`config.mk`:
```
export PLATFORM = sky130hd
export DESIGN_NAME = fp_normalize_round_pack_flat
export DESIGN_NICKNAME = d
export VERILOG_FILES = /design/src/rtl/fp_normalize_round_pack_if.sv /design/src/rtl/fp_normalize_round_pack.sv /design/src/flat_wrapper.sv
export SDC_FILE = /design/constraint.sdc
export NUM_CORES = 1
export LEC_CHECK = 0
export ABC_AREA = 1
export CORE_ASPECT_RATIO = 1.1
export CORE_MARGIN = 8
export CORE_UTILIZATION = 45
export DETAILED_ROUTE_END_ITERATION = 10
export REMOVE_ABC_BUFFERS = 1
export SKIP_LAST_GASP = 1
export SYNTH_ARGS = -nofsm -noshare
export SYNTH_HDL_FRONTEND = slang
export SYNTH_SLANG_ARGS = --single-unit
export TNS_END_PERCENT = 30
```
`constraint.sdc`:
```
create_clock -name clk -period 11.9 [get_ports clk]
set_clock_uncertainty 0.15 [all_clocks]
set_input_delay 2.975 -clock clk [delete_from_list [all_inputs] [get_ports clk]]
set_output_delay 2.975 -clock clk [all_outputs]
set_load 0.02 [all_outputs]
```
`src/rtl/fp_normalize_round_pack_if.sv`:
```
// Handshake and operand/result bundle for the FP add/sub normalize-round-pack back end.
interface fp_normalize_round_pack_if;
  logic        in_valid;
  logic        in_ready;
  logic        sign1;
  logic        sign2;
  logic [7:0]  exp_res;
  logic [47:0] mantissa1_aligned;
  logic [47:0] mantissa2_aligned;
  logic        nan_in;
  logic        inf1;
  logic        inf2;
  logic [2:0]  frm;
  logic        out_valid;
  logic        out_ready;
  logic [31:0] result;
  logic [4:0]  fflags;

  modport master (
    output in_valid, sign1, sign2, exp_res, mantissa1_aligned, mantissa2_aligned,
           nan_in, inf1, inf2, frm, out_ready,
    input  in_ready, out_valid, result, fflags
  );

  modport slave (
    input  in_valid, sign1, sign2, exp_res, mantissa1_aligned, mantissa2_aligned,
           nan_in, inf1, inf2, frm, out_ready,
    output in_ready, out_valid, result, fflags
  );
endinterface

```
`src/rtl/fp_normalize_round_pack.sv`:
```
// Add/sub magnitude, normalize, round (RISC-V frm) and pack binary32 with fflags; 4-state FSM.
// Define FP_PACK_BACK2BACK_EN to accept a new bundle in DONE on the same edge as the output handshake.
module fp_normalize_round_pack #(
  parameter logic [31:0] RESET_RESULT = 32'h0000_0000,
  parameter logic [31:0] CANON_NAN    = 32'h7FC0_0000
) (
  input logic                      clk,
  input logic                      rst,
  fp_normalize_round_pack_if.slave bus
);
  typedef enum logic [1:0] {IDLE, NORM, ROUND, DONE} state_t;

  state_t             state;
  logic               sign1_q, sign2_q, nan_q, inf1_q, inf2_q;
  logic [7:0]         exp_q;
  logic [47:0]        m1_q, m2_q;
  logic [2:0]         rm_q;
  logic [46:0]        sig_q;
  logic signed [9:0]  e_q;
  logic               sgn_q, zero_q;
  logic               out_valid_q;
  logic [31:0]        result_q;
  logic [4:0]         fflags_q;
  logic               in_ready_c, accept;

`ifdef FP_PACK_BACK2BACK_EN
  assign in_ready_c = (state == IDLE) || (state == DONE && bus.out_ready);
`else
  assign in_ready_c = (state == IDLE);
`endif
  assign accept        = bus.in_valid && in_ready_c;
  assign bus.in_ready  = in_ready_c;
  assign bus.out_valid = out_valid_q;
  assign bus.result    = result_q;
  assign bus.fflags    = fflags_q;

  // Magnitude and normalization, evaluated in NORM.
  logic [47:0]       mag;
  logic [46:0]       sig_n;
  logic              sgn_n;
  logic signed [9:0] e_base, e_n;
  logic [5:0]        lz, sh;
  always_comb begin
    sgn_n = sign1_q;
    if (sign1_q == sign2_q)  mag = m1_q + m2_q;
    else if (m1_q >= m2_q)   mag = m1_q - m2_q;
    else begin
      mag   = m2_q - m1_q;
      sgn_n = sign2_q;
    end
    e_base = (exp_q == 8'd0) ? 10'sd1 : $signed({2'b00, exp_q});
    lz = 6'd47;
    for (int unsigned i = 0; i < 47; i++)
      if (mag[i]) lz = 6'(46 - i);
    sh = lz;
    if ($signed({4'b0000, lz}) > e_base - 10'sd1) sh = 6'(e_base - 10'sd1);
    if (mag[47]) begin
      // Right shift by one; the dropped bit is folded into the sticky field.
      sig_n = {mag[47:2], mag[1] | mag[0]};
      e_n   = e_base + 10'sd1;
    end else begin
      sig_n = mag[46:0] << sh;
      e_n   = e_base - $signed({4'b0000, sh});
    end
  end

  // Rounding, overflow and special-case selection, evaluated in ROUND.
  logic [23:0]       kept;
  logic              guard, sticky, inc, ovf, inexact, to_inf;
  logic [24:0]       rnd;
  logic signed [9:0] e_f;
  logic [22:0]       frac_f;
  logic [7:0]        exp_f;
  logic [31:0]       res_n;
  logic [4:0]        flg_n;
  always_comb begin
    kept   = sig_q[46:23];
    guard  = sig_q[22];
    sticky = |sig_q[21:0];
    case (rm_q)
      3'b001:  begin inc = 1'b0;                       to_inf = 1'b0;   end
      3'b010:  begin inc = sgn_q & (guard | sticky);   to_inf = sgn_q;  end
      3'b011:  begin inc = ~sgn_q & (guard | sticky);  to_inf = ~sgn_q; end
      3'b100:  begin inc = guard;                      to_inf = 1'b1;   end
      default: begin inc = guard & (sticky | kept[0]); to_inf = 1'b1;   end
    endcase
    rnd = {1'b0, kept} + {24'd0, inc};
    // A subnormal that rounds into bit 46 picks up exponent 1 through rnd[23].
    if (rnd[24]) begin
      e_f    = e_q + 10'sd1;
      frac_f = '0;
    end else begin
      e_f    = rnd[23] ? e_q : 10'sd0;
      frac_f = rnd[22:0];
    end
    exp_f   = e_f[7:0];
    ovf     = (e_f >= 10'sd255);
    inexact = guard | sticky | ovf;
    if (nan_q) begin
      res_n = CANON_NAN;
      flg_n = '0;
    end else if (inf1_q && inf2_q && (sign1_q != sign2_q)) begin
      res_n = CANON_NAN;
      flg_n = 5'b10000;
    end else if (inf1_q || inf2_q) begin
      res_n = {inf1_q ? sign1_q : sign2_q, 8'hFF, 23'd0};
      flg_n = '0;
    end else if (zero_q) begin
      res_n = {(sign1_q == sign2_q) ? sign1_q : (rm_q == 3'b010), 31'd0};
      flg_n = '0;
    end else if (ovf) begin
      res_n = to_inf ? {sgn_q, 8'hFF, 23'd0} : {sgn_q, 31'h7F7F_FFFF};
      flg_n = 5'b00101;
    end else begin
      res_n = {sgn_q, exp_f, frac_f};
      flg_n = {3'b000, (exp_f == 8'd0) & inexact, inexact};
    end
  end

  always_ff @(posedge clk) begin
    if (accept && !rst) begin
      sign1_q <= bus.sign1;
      sign2_q <= bus.sign2;
      exp_q   <= bus.exp_res;
      m1_q    <= bus.mantissa1_aligned;
      m2_q    <= bus.mantissa2_aligned;
      nan_q   <= bus.nan_in;
      inf1_q  <= bus.inf1;
      inf2_q  <= bus.inf2;
      rm_q    <= bus.frm;
    end
  end

  always_ff @(posedge clk) begin
    if (rst) begin
      state       <= IDLE;
      out_valid_q <= 1'b0;
      result_q    <= RESET_RESULT;
      fflags_q    <= '0;
    end else begin
      case (state)
        IDLE:  if (accept) state <= NORM;
        NORM: begin
          sig_q  <= sig_n;
          e_q    <= e_n;
          sgn_q  <= sgn_n;
          zero_q <= (mag == 48'd0);
          state  <= ROUND;
        end
        ROUND: begin
          result_q    <= res_n;
          fflags_q    <= flg_n;
          out_valid_q <= 1'b1;
          state       <= DONE;
        end
        DONE: begin
          if (bus.out_ready) begin
            out_valid_q <= 1'b0;
            state       <= accept ? NORM : IDLE;
          end
        end
        default: state <= IDLE;
      endcase
    end
  end
endmodule

```
`src/flat_wrapper.sv`:
```
// flat-port wrapper written by rule: the top's interface ports become plain ports
module fp_normalize_round_pack_flat 
#(
  parameter logic [31:0] RESET_RESULT = 32'h0000_0000,
  parameter logic [31:0] CANON_NAN    = 32'h7FC0_0000
)
  (clk, rst, bus_in_valid, bus_sign1, bus_sign2, bus_exp_res, bus_mantissa1_aligned, bus_mantissa2_aligned, bus_nan_in, bus_inf1, bus_inf2, bus_frm, bus_out_ready, bus_in_ready, bus_out_valid, bus_result, bus_fflags);
  fp_normalize_round_pack_if bus_i ();
  input logic clk;
  input logic rst;
  input wire logic [$bits(bus_i.in_valid)-1:0] bus_in_valid;
  input wire logic [$bits(bus_i.sign1)-1:0] bus_sign1;
  input wire logic [$bits(bus_i.sign2)-1:0] bus_sign2;
  input wire logic [$bits(bus_i.exp_res)-1:0] bus_exp_res;
  input wire logic [$bits(bus_i.mantissa1_aligned)-1:0] bus_mantissa1_aligned;
  input wire logic [$bits(bus_i.mantissa2_aligned)-1:0] bus_mantissa2_aligned;
  input wire logic [$bits(bus_i.nan_in)-1:0] bus_nan_in;
  input wire logic [$bits(bus_i.inf1)-1:0] bus_inf1;
  input wire logic [$bits(bus_i.inf2)-1:0] bus_inf2;
  input wire logic [$bits(bus_i.frm)-1:0] bus_frm;
  input wire logic [$bits(bus_i.out_ready)-1:0] bus_out_ready;
  output wire logic [$bits(bus_i.in_ready)-1:0] bus_in_ready;
  output wire logic [$bits(bus_i.out_valid)-1:0] bus_out_valid;
  output wire logic [$bits(bus_i.result)-1:0] bus_result;
  output wire logic [$bits(bus_i.fflags)-1:0] bus_fflags;
  assign bus_i.in_valid = bus_in_valid;
  assign bus_i.sign1 = bus_sign1;
  assign bus_i.sign2 = bus_sign2;
  assign bus_i.exp_res = bus_exp_res;
  assign bus_i.mantissa1_aligned = bus_mantissa1_aligned;
  assign bus_i.mantissa2_aligned = bus_mantissa2_aligned;
  assign bus_i.nan_in = bus_nan_in;
  assign bus_i.inf1 = bus_inf1;
  assign bus_i.inf2 = bus_inf2;
  assign bus_i.frm = bus_frm;
  assign bus_i.out_ready = bus_out_ready;
  assign bus_in_ready = bus_i.in_ready;
  assign bus_out_valid = bus_i.out_valid;
  assign bus_result = bus_i.result;
  assign bus_fflags = bus_i.fflags;
  fp_normalize_round_pack #(.RESET_RESULT(RESET_RESULT), .CANON_NAN(CANON_NAN)) u_core (.clk(clk), .rst(rst), .bus(bus_i));
endmodule
```
==> impl_metrics.json, run 1 <==
{
  "synth_to_final_area_change_pct": 12.7,
  "route.vias.total": 20473,
  "worst_case_clock_buffer_depth": 3,
  "setup_fix_buffers_added_after_clock_tree_synthesis": 0,
  "cts_sinks": 210,
  "rr_startpoint": "u_core.m1_q[0]",
  "timing_limited_maximum_frequency_mhz": 97.7,
  "hold_path_startpoint": "u_core.bus.result[3]",
  "globalRouteTotalUtil_pct": 24.9,
  "cts.htree.levels": 1,
  "post_route_antenna_net_violation_count": 0,
  "drc_errors": 0,
  "wire_length_per_cell_um": 18.4,
  "grt_pass1_wl_um": 105000,
  "rsz0062_at_grt": "no",
  "seq_area_frac_synth_pct": 29.3,
  "final_critical_path_setup_slack_ns": 1.67,
  "first_global_vias": 19525,
  "worst_hold_path_type": "flop to flop",
  "grt_antenna_before_repair": 0,
  "post_cts_hold_buffer_count": 0,
  "reg2reg_slack_ns": 1.67,
  "post_drt_via_cell_ratio": 5.63,
  "synth_async_sr_flop_share_pct": 0,
  "antenna_cells_inserted": 0,
  "floorplan.initialDensity_pct": 45.5,
  "initialDrtViolationCount": 1719,
  "max-slew-margin-rel_pct": 34.9,
  "cp_data_required_time_ns": 12.03,
  "hpwl_um": 53900,
  "finalHoldViolCount": 0,
  "clk_pin_slew_worst_paths_ns": 0.06,
  "crit_path_max_incr_delay_ns": 0.60,
  "synthesis.instances": 2968,
  "die_width_um": 218,
  "cp_slowest_cell": "sky130_fd_sc_hd__inv_2",
  "pre_cts_ws_ns": 1.84,
  "globalplace.congestion": 0.969,
  "syn-mean-instance-area_um2": 6.81,
  "period_minus_slack_ns": 10.23,
  "final_core_util_pct": 51.3,
  "timing.critical_path.buf_inv": 5,
  "totalWireLength_um": 66900,
  "ys_ff_latch": 210,
  "die-area_mm2": 0.0520,
  "worst_vdd_ir_mv": 0.128,
  "arr_time_crit_path_ns": 10.36,
  "firstDrtPassIters": 6,
  "critical_path_peak_fanout": 46,
  "critical-path-top-delay-family": "simple AND/OR/NAND/NOR gates",
  "nNetsFinal": 3324,
  "global_route.usage.met3_pct": 2.62,
  "synth-edff-count": 171,
  "synth_ff_type": "sky130_fd_sc_hd__edfxtp_1",
  "clkLatencyLatePin_ns": 0.54,
  "power_per_unit_of_standard_cell_area_mw_per_mm2": 218,
  "maxSlewViolCount": 0,
  "worst_setup_path_startpoint": "u_core.m1_q[0]",
  "netlist_area_mm2": 0.0202,
  "cts_tree": "built",
  "timing.hold.ws_ns": 0.312,
  "drive_above_1_share_pct": 3.93,
  "cts.root.buffer_cell": "sky130_fd_sc_hd__clkbuf_16",
  "final.period_utilization_pct": 86.0,
  "grt_max_degree": 73,
  "max-cap-violations": 0,
  "tightest_slew_ns": 0.967,
  "port_buffers": 153,
  "status": "complete, no violations",
  "critical_path.most_common_cell": "sky130_fd_sc_hd__nand2_1",
  "core_region_area_mm2": 0.0444,
  "crit_path_end_kind": "flop",
  "std_cell_rows": 81,
  "grtUsageMet1_pct": 32.9,
  "grtUsageMet2_pct": 41.2,
  "path_class": "flop to flop",
  "leakage_power_figure_uw": 0.0104,
  "yosysWarningCount": 0,
  "worstSetupStartpointType": "flop",
  "synth_cell_types": 71,
  "cts_made_buffers": 25,
  "boundaryPins": 155,
  "grt.overflow.total": 0,
  "die_h_um": 238,
  "final-setup-viol-count": 0,
  "cts_resized": 0,
  "grt-busiest-layer": "met2"
}
power breakdown:
| group | internal [uW] | switching, uW |
|---|---|---|
| combinational | 964 | 2200 |
| sequential | 1000 | 79.4 |
| clock | 423 | 298 |
| total | 2390 | 2580 |
tightest hold or removal path: cells and delay by family, from the launching register on:
family	cells	cell delay [ns]
simple gates	1	0.06
flops	1	0.31
compound gates	1	0.05
kinds of logic after synthesis:
family                     Yosys count  share of synthesized area [%]
xor gates and xnor gates            67                           2.90
muxes                                9                          0.452
and+or+nand+nor                   1351                           28.7
other                                1                         0.0185
adders and majority gates          166                           10.4
DFF                                210                           29.3
buffers and inverters              564                           11.3
AOI/OAI and AO/OA                  600                           17.0
final cells by class:
| type | instances | area [um^2] |
|---|---|---|
| Inverter | 435 | 1630 |
| Clock buffer | 29 | 641 |
| Tap cell | 581 | 727 |
| Timing Repair Buffer | 176 | 1700 |
| Multi-Input combinational cell | 2194 | 12100 |
| Fill cell | 4547 | 21600 |
| Clock inverter | 13 | 113 |
| Sequential cell | 210 | 5920 |
registers in the layout (all words and copies together) (netlist names):
name	count
u_core.m2_q	48
u_core.inf2_q	1
u_core.sig_q	47
u_core.m1_q	48
u_core.sign2_q	1
u_core.inf1_q	1
u_core.state	2
u_core.sgn_q	1
u_core.e_q	10
u_core.bus.out_valid	1
u_core.bus.result	32
u_core.sign1_q	1
u_core.zero_q	1
u_core.exp_q	8
u_core.nan_q	1
u_core.bus.fflags	4
u_core.rm_q	3
Yosys cell counts, drive strengths merged, types with 2 or more instances:
master,number,area (um^2)
a2111oi,2,23.8
a211oi,14,105
a21boi,5,37.5
a21o,3,22.5
a21oi,257,1310
a221oi,4,35.0
a22oi,2,15.0
a311oi,2,17.5
a31oi,16,106
a32oi,2,17.5
a41oi,2,17.5
buf,82,468
clkbuf,47,178
clkinv,5,18.8
dfxtp,39,781
edfxtp,171,5130
fa,4,80.1
ha,162,2030
inv,430,1610
mux2i,8,80.1
nand2,664,2530
nand3,368,1870
nand3b,6,45.0
nand4,21,131
nor2,235,900
nor3,39,200
nor4,10,62.6
o2111ai,3,26.3
o211ai,24,185
o21a,8,60.1
o21ai,193,981
o21bai,6,45.0
o221ai,14,123
o22ai,20,125
o311ai,5,43.8
o31ai,11,82.6
o41ai,2,17.5
or2,4,25.0
or4,2,15.0
xnor2,8,70.1
xor2,59,517
per-layer routing:
metal  wire length [um]  vias to the layer above
met1              29000                     9422
met5                  0                        -
met2              30700                      821
met3               4340                      154
met4               2800                        0
li1                   -                    10076
layout by cell type (no fill, tap or decap), types with 38 or more instances in the layout:
cell type                           n
sky130_fd_sc_hd__ha_1             162
sky130_fd_sc_hd__o21ai_0          167
sky130_fd_sc_hd__inv_1            413
sky130_fd_sc_hd__nor3_1            38
sky130_fd_sc_hd__dfxtp_1           39
sky130_fd_sc_hd__edfxtp_1         171
sky130_fd_sc_hd__clkdlybuf4s50_1  153
sky130_fd_sc_hd__nand3_1          365
sky130_fd_sc_hd__nand2_1          649
sky130_fd_sc_hd__xor2_1            59
sky130_fd_sc_hd__a21oi_1          252
sky130_fd_sc_hd__nor2_1           226
metrics by stage:
stage          TNS [ns]  total power [uW]  cells  instance area, um^2
6_report              0              4960   3638                22800
5_1_grt               0              5360   3638                22800
4_1_cts               0              4930   3638                22800
3_5_place_dp          0              4180   3596                22000
3_3_place_gp          0              4200   3596                22000
2_1_floorplan    -37.43              3230   2839                19600
path summary, 6_finish.rpt:
| path | to | depth (start not counted) |
|---|---|---|
| hold reg to reg | u_core.bus.result[3] | 2 |
| hold / removal | u_core.bus.result[3] | 2 |
| setup reg to reg | u_core.e_q[6] | 75 |
| setup / recovery | u_core.e_q[6] | 75 |
Note: power is estimated with default switching activity, not from simulation.
==> run 2, diff against run 1 <==
Settings changed: HOLD_SLACK_MARGIN set to 0.08.
==> results of run 2 <==
No change in the layout: final DEF, timing and power equal those of run 1.
==> run 3, diff against run 2 <==
Settings changed: CORE_MARGIN 8 to unset.
==> run 3 against run 2 <==
Against the previous run:
- die area shrank 12%
- wire length is 2.0% lower
- critical path depth decreased by 15
- largest cell class unchanged
- utilization up 0.12 points
==> impl_metrics.json, run 3 (synthesis results as in run 1) <==
{
  "max-slew-margin-rel_pct": 44.0,
  "route.vias.total": 20143,
  "crit_path_end_kind": "flop",
  "worst_hold_path_type": "flop to flop",
  "reg.largest.list": "u_core.m1_q x48, u_core.m2_q x48, u_core.sig_q x47",
  "totalWireLength_um": 65600,
  "final_cell_mix": "sky130_fd_sc_hd__nand2_1, sky130_fd_sc_hd__inv_1, sky130_fd_sc_hd__nand3_1",
  "share_comb_of_total_power_pct": 63.4,
  "core_region_area_mm2": 0.0444,
  "std_cell_rows": 81,
  "globalRouteTotalUtil_pct": 28.4,
  "arr_time_crit_path_ns": 10.69,
  "final.period_utilization_pct": 88.7,
  "cp_slowest_cell": "sky130_fd_sc_hd__inv_2",
  "rsz0062_at_grt": "no",
  "setup_fix_buffers_added_after_clock_tree_synthesis": 0,
  "firstDrtPassIters": 6,
  "critical_path_peak_fanout": 46,
  "grtUsageMet2_pct": 47.7,
  "tightest_slew_ns": 0.831,
  "p_sw_share_pct": 51.6,
  "setup-tns-final_ns": 0,
  "power_per_unit_of_standard_cell_area_mw_per_mm2": 219,
  "cts_made_buffers": 24,
  "pre_cts_ws_ns": 1.56,
  "drc_errors": 0,
  "clkLatencyLatePin_ns": 0.54,
  "first_global_vias": 19232,
  "switchingPower_uw": 2580,
  "path_class": "flop to flop",
  "die_h_um": 224,
  "synth_to_final_area_change_pct": 13.0,
  "timing_limited_maximum_frequency_mhz": 94.7,
  "status": "complete, no violations",
  "max-cap-violations": 0,
  "period_minus_slack_ns": 10.56,
  "cts_resized": 0,
  "p_seq_share_pct": 21.6,
  "clk_pin_slew_worst_paths_ns": 0.06,
  "grt_max_degree": 71,
  "worst_vdd_ir_mv": 0.182,
  "critical_path.most_common_cell": "sky130_fd_sc_hd__nand2_1",
  "grt.overflow.total": 0,
  "initialDrtViolationCount": 1729,
  "antenna_cells_inserted": 0,
  "timing.hold.ws_ns": 0.314,
  "multiInputGateArea_mm2": 0.0121,
  "globalplace.congestion": 0.993,
  "port_buffers": 153,
  "grt_pass1_wl_um": 103000,
  "crit_path_max_incr_delay_ns": 0.67,
  "finalHoldViolCount": 0,
  "cts.htree.levels": 1,
  "layout.cells.most_common": "sky130_fd_sc_hd__nand2_1",
  "clock_power_share_pct": 15.0,
  "wire_length_per_cell_um": 18.0,
  "leakage_power_figure_uw": 0.0104,
  "drive_above_1_share_pct": 3.99,
  "maxSlewViolCount": 0,
  "die-area_mm2": 0.0458,
  "hpwl_um": 53500,
  "grt-busiest-layer": "met2",
  "worstSetupStartpointType": "flop",
  "post_route_antenna_net_violation_count": 0,
  "grtUsageMet1_pct": 38.6,
  "global_route.usage.met3_pct": 2.25,
  "post_drt_via_cell_ratio": 5.54,
  "cp_data_required_time_ns": 12.03,
  "final-setup-viol-count": 0,
  "register_area_mm2": 0.00592,
  "power.internal_uw": 2420,
  "cts_tree": "built",
  "worst_case_clock_buffer_depth": 3,
  "post_cts_hold_buffer_count": 0,
  "fillers": 4532,
  "cts.root.buffer_cell": "sky130_fd_sc_hd__clkbuf_16",
  "final_critical_path_setup_slack_ns": 1.34,
  "grt_antenna_before_repair": 0,
  "die_width_um": 204,
  "nNetsFinal": 3323,
  "boundaryPins": 155,
  "floorplan.initialDensity_pct": 45.5,
  "cts_sinks": 210
}
==> run 3: cell type report <==
| type | count | area share [%] |
|---|---|---|
| inverter | 435 | 7.15 |
| multi-input combinational | 2194 | 52.8 |
| clock inverter | 8 | 0.411 |
| tap | 581 | 3.18 |
| clock buffer | 34 | 3.12 |
| sequential | 210 | 25.9 |
| timing repair buffer | 176 | 7.46 |
==> run 3: per-layer routing <==
metal | wire [um] | vias to the layer above | part of all wire [%]
met5 | 0 | - | 0
met4 | 1920 | 0 | 2.9
met3 | 3930 | 97 | 6.0
met2 | 30700 | 646 | 47
met1 | 29100 | 9331 | 44
li1 | - | 10069 | -
==> run 3: power groups by stage <==
stage / clock, uW / combinational (uW) / sequential [uW]
2_1_floorplan: 0 / 2120 / 1100
3_3_place_gp: 0 / 3110 / 1090
3_5_place_dp: 0 / 3100 / 1100
4_1_cts: 774 / 3110 / 1080
5_1_grt: 801 / 3510 / 1100
6_report: 753 / 3170 / 1080
==> run 3: metrics by stage <==
step | power (uW) | cell area [um^2] | std cells | utilization [%]
floorplan | 3230 | 19600 | 2839 | -
global placement | 4200 | 22000 | 3596 | 49.6
detailed placement | 4200 | 22000 | 3596 | 49.6
CTS | 4970 | 22800 | 3638 | 51.5
global route | 5410 | 22800 | 3638 | 51.5
finish | 5010 | 22800 | 3638 | 51.5
==> run 3: critical path: cells and delay by family (launching register included) <==
family                   cells  cell delay [ns]
flip-flops                   1             0.43
buffers and inverters        7             1.92
XOR/XNOR                     2             0.43
adder cells (fa/ha/maj)      5             1.36
AO/OA/AOI/OAI                7             1.98
AND/OR/NAND/NOR             39             3.99
==> run 3: worst paths after layout <==
kind | end | from | depth (start not counted) | slack, ns
setup reg to reg | u_core.e_q[6] | u_core.m1_q[0] | 60 | 1.34
setup / recovery | u_core.e_q[6] | u_core.m1_q[0] | 60 | 1.34
hold reg to reg | u_core.bus.result[17] | u_core.bus.result[17] | 2 | 0.31
hold / removal | u_core.bus.result[17] | u_core.bus.result[17] | 2 | 0.31
